**config.mk**
```make
export PLATFORM = sky130hd
export DESIGN_NAME = uart_io_server
export DESIGN_NICKNAME = d
export VERILOG_FILES = /design/src/rtl/uart_io_pkg.sv /design/src/rtl/io_byte_lane.sv /design/src/rtl/uart_io_server.sv
export SDC_FILE = /design/constraint.sdc
export NUM_CORES = 1
export LEC_CHECK = 0
export ABC_CLOCK_PERIOD_IN_PS = 3200
export BUFFER_PORTS_ARGS = -buffer_cell sky130_fd_sc_hd__buf_4
export CORE_ASPECT_RATIO = 1.2
export CORE_MARGIN = 1
export CORE_UTILIZATION = 50
export DETAILED_ROUTE_END_ITERATION = 7
export PLACE_DENSITY = 0.73
export SYNTH_ARGS = -nofsm -noshare
export SYNTH_HDL_FRONTEND = slang
export SYNTH_HIERARCHICAL = 1
export SYNTH_SLANG_ARGS = --single-unit
export TNS_END_PERCENT = 30
```
**constraint.sdc**
```tcl
create_clock -name clk -period 3.2 [get_ports clk]
set_clock_uncertainty 0.15 [all_clocks]
set_input_delay 0.32 -clock clk [delete_from_list [all_inputs] [get_ports clk]]
set_output_delay 0.32 -clock clk [all_outputs]
set_load 0.01 [all_outputs]
```
**src/rtl/uart_io_pkg.sv**
```systemverilog
// Shared types for the core <-> UART I/O channel: FSM states, request/response bundles and helpers.
// Core side and uart_io_server both pack/unpack through these so field order cannot drift.
package uart_io_pkg;

    localparam int unsigned LEN_UART_SIZE = 2;
    localparam int unsigned TO_UART_W     = 1 + LEN_UART_SIZE + 32 + 1;
    localparam int unsigned FROM_UART_W   = 1 + 1 + 32;

    typedef enum logic [1:0] {
        StIdle,
        StTx,
        StRx,
        StDone
    } io_state_e;

    typedef struct packed {
        logic                     order;
        logic [LEN_UART_SIZE-1:0] size;
        logic [31:0]              data;
        logic                     write;
    } to_uart_t;

    typedef struct packed {
        logic        accepted;
        logic        done;
        logic [31:0] data;
    } from_uart_t;

    // Size field is "bytes minus one", so it is directly the index of the final byte.
    function automatic logic [LEN_UART_SIZE-1:0] size_to_last_idx(
        input logic [LEN_UART_SIZE-1:0] size
    );
        return size;
    endfunction

    function automatic logic [TO_UART_W-1:0] pack_to_uart(input to_uart_t req);
        return req;
    endfunction

    function automatic to_uart_t unpack_to_uart(input logic [TO_UART_W-1:0] bits);
        return to_uart_t'(bits);
    endfunction

    function automatic logic [FROM_UART_W-1:0] pack_from_uart(input from_uart_t resp);
        return resp;
    endfunction

    function automatic from_uart_t unpack_from_uart(input logic [FROM_UART_W-1:0] bits);
        return from_uart_t'(bits);
    endfunction

endpackage

```
**src/rtl/io_byte_lane.sv**
```systemverilog
// Byte counter plus lane mux (TX) / demux (RX) with endian select.
// The lane for the current byte is derived from the counter and the transfer size.
module io_byte_lane
    import uart_io_pkg::*;
#(
    parameter int unsigned LittleEndian = 1
) (
    input  logic                     clk_i,
    input  logic                     rst_i,
    input  logic                     clear_i,
    input  logic                     advance_i,
    input  logic [LEN_UART_SIZE-1:0] size_i,
    input  logic [31:0]              tx_word_i,
    input  logic [31:0]              rx_word_i,
    input  logic [7:0]               rx_byte_i,
    output logic                     last_o,
    output logic [7:0]               tx_byte_o,
    output logic [31:0]              rx_word_o
);

    logic [LEN_UART_SIZE-1:0] count_q;
    logic [LEN_UART_SIZE-1:0] lane;
    logic [4:0]               bit_ofs;

    always_ff @(posedge clk_i) begin
        if (rst_i || clear_i) begin
            count_q <= '0;
        end else if (advance_i) begin
            count_q <= count_q + 1'b1;
        end
    end

    // Big-endian transfers are right-aligned: byte 0 sits in lane `size`, the last in lane 0.
    assign lane    = (LittleEndian != 0) ? count_q : size_i - count_q;
    assign bit_ofs = {lane, 3'b000};

    always_comb begin
        last_o    = (count_q == size_to_last_idx(size_i));
        tx_byte_o = tx_word_i[bit_ofs +: 8];
        rx_word_o = rx_word_i;
        rx_word_o[bit_ofs +: 8] = rx_byte_i;
    end

endmodule

```
**src/rtl/uart_io_server.sv**
```systemverilog
// UART-side responder for the core I/O request channel: serialises writes to TX,
// assembles reads from RX, one request at a time, with a one-cycle done pulse.
module uart_io_server
    import uart_io_pkg::*;
#(
    parameter int unsigned LITTLE_ENDIAN = 1
) (
    input  logic                     clk,
    input  logic                     rstn,
    input  logic                     req_order,
    input  logic [LEN_UART_SIZE-1:0] req_size,
    input  logic [31:0]              req_data,
    input  logic                     req_write,
    output logic                     resp_accepted,
    output logic                     resp_done,
    output logic [31:0]              resp_data,
    output logic [7:0]               tx_data,
    output logic                     tx_valid,
    input  logic                     tx_ready,
    input  logic [7:0]               rx_data,
    input  logic                     rx_valid,
    output logic                     rx_ready,
    output logic                     busy
);

    io_state_e                state_q, state_d;
    to_uart_t                 req;
    from_uart_t               resp;
    logic [LEN_UART_SIZE-1:0] size_q;
    logic [31:0]              data_q;
    logic                     write_q;
    logic [31:0]              result_q;
    logic [31:0]              resp_hold_q;
    logic                     accept;
    logic                     tx_fire;
    logic                     rx_fire;
    logic                     last_byte;
    logic [7:0]               lane_tx_byte;
    logic [31:0]              lane_rx_word;

    assign req     = unpack_to_uart({req_order, req_size, req_data, req_write});
    assign accept  = (state_q == StIdle) && req.order;
    assign tx_fire = (state_q == StTx) && tx_ready;
    assign rx_fire = (state_q == StRx) && rx_valid;

    io_byte_lane #(
        .LittleEndian (LITTLE_ENDIAN)
    ) u_lane (
        .clk_i     (clk),
        .rst_i     (rstn),
        .clear_i   (accept),
        .advance_i (tx_fire || rx_fire),
        .size_i    (size_q),
        .tx_word_i (data_q),
        .rx_word_i (result_q),
        .rx_byte_i (rx_data),
        .last_o    (last_byte),
        .tx_byte_o (lane_tx_byte),
        .rx_word_o (lane_rx_word)
    );

    always_ff @(posedge clk) begin
        if (rstn) begin
            state_q <= StIdle;
        end else begin
            state_q <= state_d;
        end
    end

    always_comb begin
        state_d = state_q;
        unique case (state_q)
            StIdle: if (req.order) state_d = req.write ? StTx : StRx;
            StTx:   if (tx_ready && last_byte) state_d = StDone;
            StRx:   if (rx_valid && last_byte) state_d = StDone;
            StDone: state_d = StIdle;
            default: state_d = StIdle;
        endcase
    end

    always_comb begin
        resp.accepted = 1'b0;
        resp.done     = 1'b0;
        resp.data     = resp_hold_q;
        tx_valid      = 1'b0;
        tx_data       = 8'h00;
        rx_ready      = 1'b0;
        busy          = (state_q != StIdle);
        unique case (state_q)
            StIdle: resp.accepted = req.order;
            StTx: begin
                tx_valid = 1'b1;
                tx_data  = lane_tx_byte;
            end
            StRx:   rx_ready = 1'b1;
            StDone: begin
                resp.done = 1'b1;
                resp.data = write_q ? 32'h0 : result_q;
            end
            default: ;
        endcase
    end

    assign {resp_accepted, resp_done, resp_data} = pack_from_uart(resp);

    // resp_data is held from the last DONE so the requester can sample it late.
    always_ff @(posedge clk) begin
        if (rstn) begin
            size_q      <= '0;
            data_q      <= '0;
            write_q     <= 1'b0;
            result_q    <= '0;
            resp_hold_q <= '0;
        end else begin
            if (accept) begin
                size_q   <= req.size;
                data_q   <= req.data;
                write_q  <= req.write;
                result_q <= '0;
            end else if (rx_fire) begin
                result_q <= lane_rx_word;
            end
            if (state_q == StDone) begin
                resp_hold_q <= resp.data;
            end
        end
    end

endmodule

```
==> impl_results.md <==
- Outcome: complete, no violations
- Post-Synth Simple-Gate Area: 24.9%
- Setup TNS: 0 ns
- Clk_lat worst skew: about 0.35 ns
- DR pass1 iterations: 5
- Crit path max fanout: 35
- # rows: 39
- Fin crit share: 80.4%
- Final WS setup: 0.628 ns
- Mux cell area share after synthesis: 4.30%
- Cell variety after synth: 33
- Core Util, Final: 61.9%
- Die width: 92.2 µm
- CP startpoint: state_q[0]
- I/O Pins: 93
- Max Cap Viol: 0
- Synth Flop Type: dfxtp_1
- Slew Limit Fails: 0
- DRC: 0
- Worst path cell trace: ha_1 -> buf_4 -> and2b_4 -> nand2_1 -> nand2_1 -> buf_4
- CP arrival: 2.10 ns
- Post-DR wirelength/cell: 13.9 µm
- Avg Cell Area, Syn: 7.89 µm²
- Worst VDD drop: about 350 µV
- End point of the critical path: resp_data[23]
- Crit path kind: flop to output port
- Power per cell area: 631 mW/mm²
- Mapped Cells: 619
- Syn-to-layout area delta: 20.5%
- Vias per inst: 5.22
- Total die area: approximately 0.010 mm²
- WL final: 11.3 mm
- # Post-CTS Setup Buffers: 0
- Most frequent cells in the layout: nand2_1, dfxtp_1, buf_4
- Pre-CTS setup slack: between 0.9 and 1 ns
- CTS Buffer Depth: 2
- CTS root buf: clkbuf_16
- Slowest stage delay, CP: 0.49 ns
- Post-Synthesis Net Count: 679
- Via Count: approximately 4300
- Cts repair resizes: 0
- Share of cells above drive strength 1: 22.0%
- Critical Path Start Type: flop
- Initial drt markers: 203
- Worst path required time: between 2 and 3 ns
- Reg2reg end: result_q[19]
- Num CTS Buffers: 9
- Sequential area share after synthesis: 42.2%
- Fmax: between 0.3 and 0.4 GHz
- Vias in the first global route: 4114
- Worst-margin pin slew: 0.643 ns
- Hold crit path type: input port to flop
- Post-synthesis cell area: 0.00489 mm²
- RSZ-0062 raised after global routing: false
- Final setup violation count: 0
- CORE AREA: 0.00952 mm²
- CP Capture Type: output port
- Initial antenna violation count: 0
- Post-synth EDFFs: 0
- Final min period: 2.57 ns
- Buffers on Ports: approximately 90
- Cell area after placement: 0.00554 mm²
- GR Util All Layers: 23.3%
- Worst reg-to-reg path cell count: 6
- Htree depth: 3
- Worst reg2reg setup slack: 1.00 ns
- Max_slew headroom: between 50% and 60%
- Largest family of logic cells by synthesized area: simple AND/OR/NAND/NOR gates
- First-pass GRT wire length: about 19 mm
- Detail Route Antenna Nets: 0
- CTS tree: built
- Clock transition at path regs: 0.07 ns
- Largest net degree at the start of global routing: 42
- CTS Sinks: roughly 100
- Final Instance Area: 0.00589 mm²
- Final hold viol count: 0
- Ant diodes: 0
- NumNets Final: 747
- Leakage power: between 0.002 and 0.0025 µW
- Yosys Warn Count: 6
- Commonest non-fill, non-tap cell in the layout: nand2_1
- Post-Synth Adder-Cell Area: 3.07%
- Chip height: 110 µm
- Placer Congestion: approximately 0.85
- Async set or reset register ratio after synthesis: 0%
- Max stage delay cell, worst path: and2b_4
- Flops & latches, synth: 103
- Reg2reg start: u_lane/count_q[0]
- Fraction of the mapped netlist area in compound gates: 17.3%
- Xor-xnor portion of the synthesized cell area: less than 1%
- HPWL after DPL: 7.58 mm
- Starting Density: 51.3%
- CTS hold repair buffers: 0
- GRT Residual Overflow: 0
- Final hold slack: 0.0628 ns
cell families after synthesis:
kind of cell    count (synthesis)
simple gates                  277
compound gates                137
flops                         103
buf+inv                        76
fa+ha+maj                      12
mux                            11
xor+xnor                        3
sequential cells by signal, indices dropped and copies added, names as in the netlist:
register / flops
result_q: 32
state_q: 2
data_q: 32
resp_hold_q: 32
u_lane/count_q: 2
write_q: 1
size_q: 2
worst min path at each step:
stage	slack [ns]	depth (start not counted)	endpoint	startpoint
floorplan	0.25	1	u_lane/count_q[0]	rstn
global placement	0.29	2	data_q[31]	data_q[31]
detailed placement	0.30	2	data_q[17]	data_q[17]
CTS	0.06	3	data_q[2]	req_data[2]
global route	0.07	3	data_q[7]	req_data[7]
finish	0.06	3	data_q[29]	req_data[29]
routing by layer:
metal  share of wire (%)  vias to the layer above  global-route usage [%]  wire length (µm)
met4                 1.2                        0                    9.49               133
met2                  52                       95                    42.6              5890
met1                  42                     1983                    26.6              4790
li1                    -                     2164                       -                 -
met3                 4.5                       10                    4.94               504
met5                   0                        -                       0                 0
where the power goes:
group	leakage, µW	switching [µW]	internal, µW
clock network	0.000166	487	767
logic	0.00137	627	395
registers	0.000835	61.6	1380
synthesized netlist by cell type (all sizes together), types with 2 or more instances:
cell	number	area [µm²]
nor3	2	10.0
nand2	218	846
clkbuf	14	52.6
mux2i	3	30.0
o32ai	7	80.1
a311oi	2	17.5
inv	32	120
ha	12	150
a21bo	2	20.0
buf	29	196
and2	11	68.8
xor2	2	17.5
nand3	8	40.0
a31oi	2	12.5
dfxtp	103	2060
nand2b	33	206
o22ai	17	106
a21oi	98	528
a22o	8	70.1
mux4	8	180
layout make-up:
class | count | area (µm²)
clock buffer | 9 | 225
clock inverter | 7 | 120
fill | 867 | 3630
inverter | 33 | 125
multi-input combinational | 440 | 2450
sequential | 103 | 2060
tap | 123 | 154
timing repair buffer | 100 | 751
stage by stage:
step / instances / power (µW)
finish: 815 / 3720
global route: 815 / 3910
global placement: 799 / 2440
detailed placement: 799 / 2490
CTS: 815 / 3740
floorplan: 619 / 2240
worst max-delay path, delay by kind of cell (launching register included):
family / cells / cell delay, ns
buf+inv: 2 / 0.38
flops: 1 / 0.42
fa+ha+maj: 1 / 0.18
simple gates: 3 / 0.77
No activity file was read; power rests on OpenSTA's default activity.
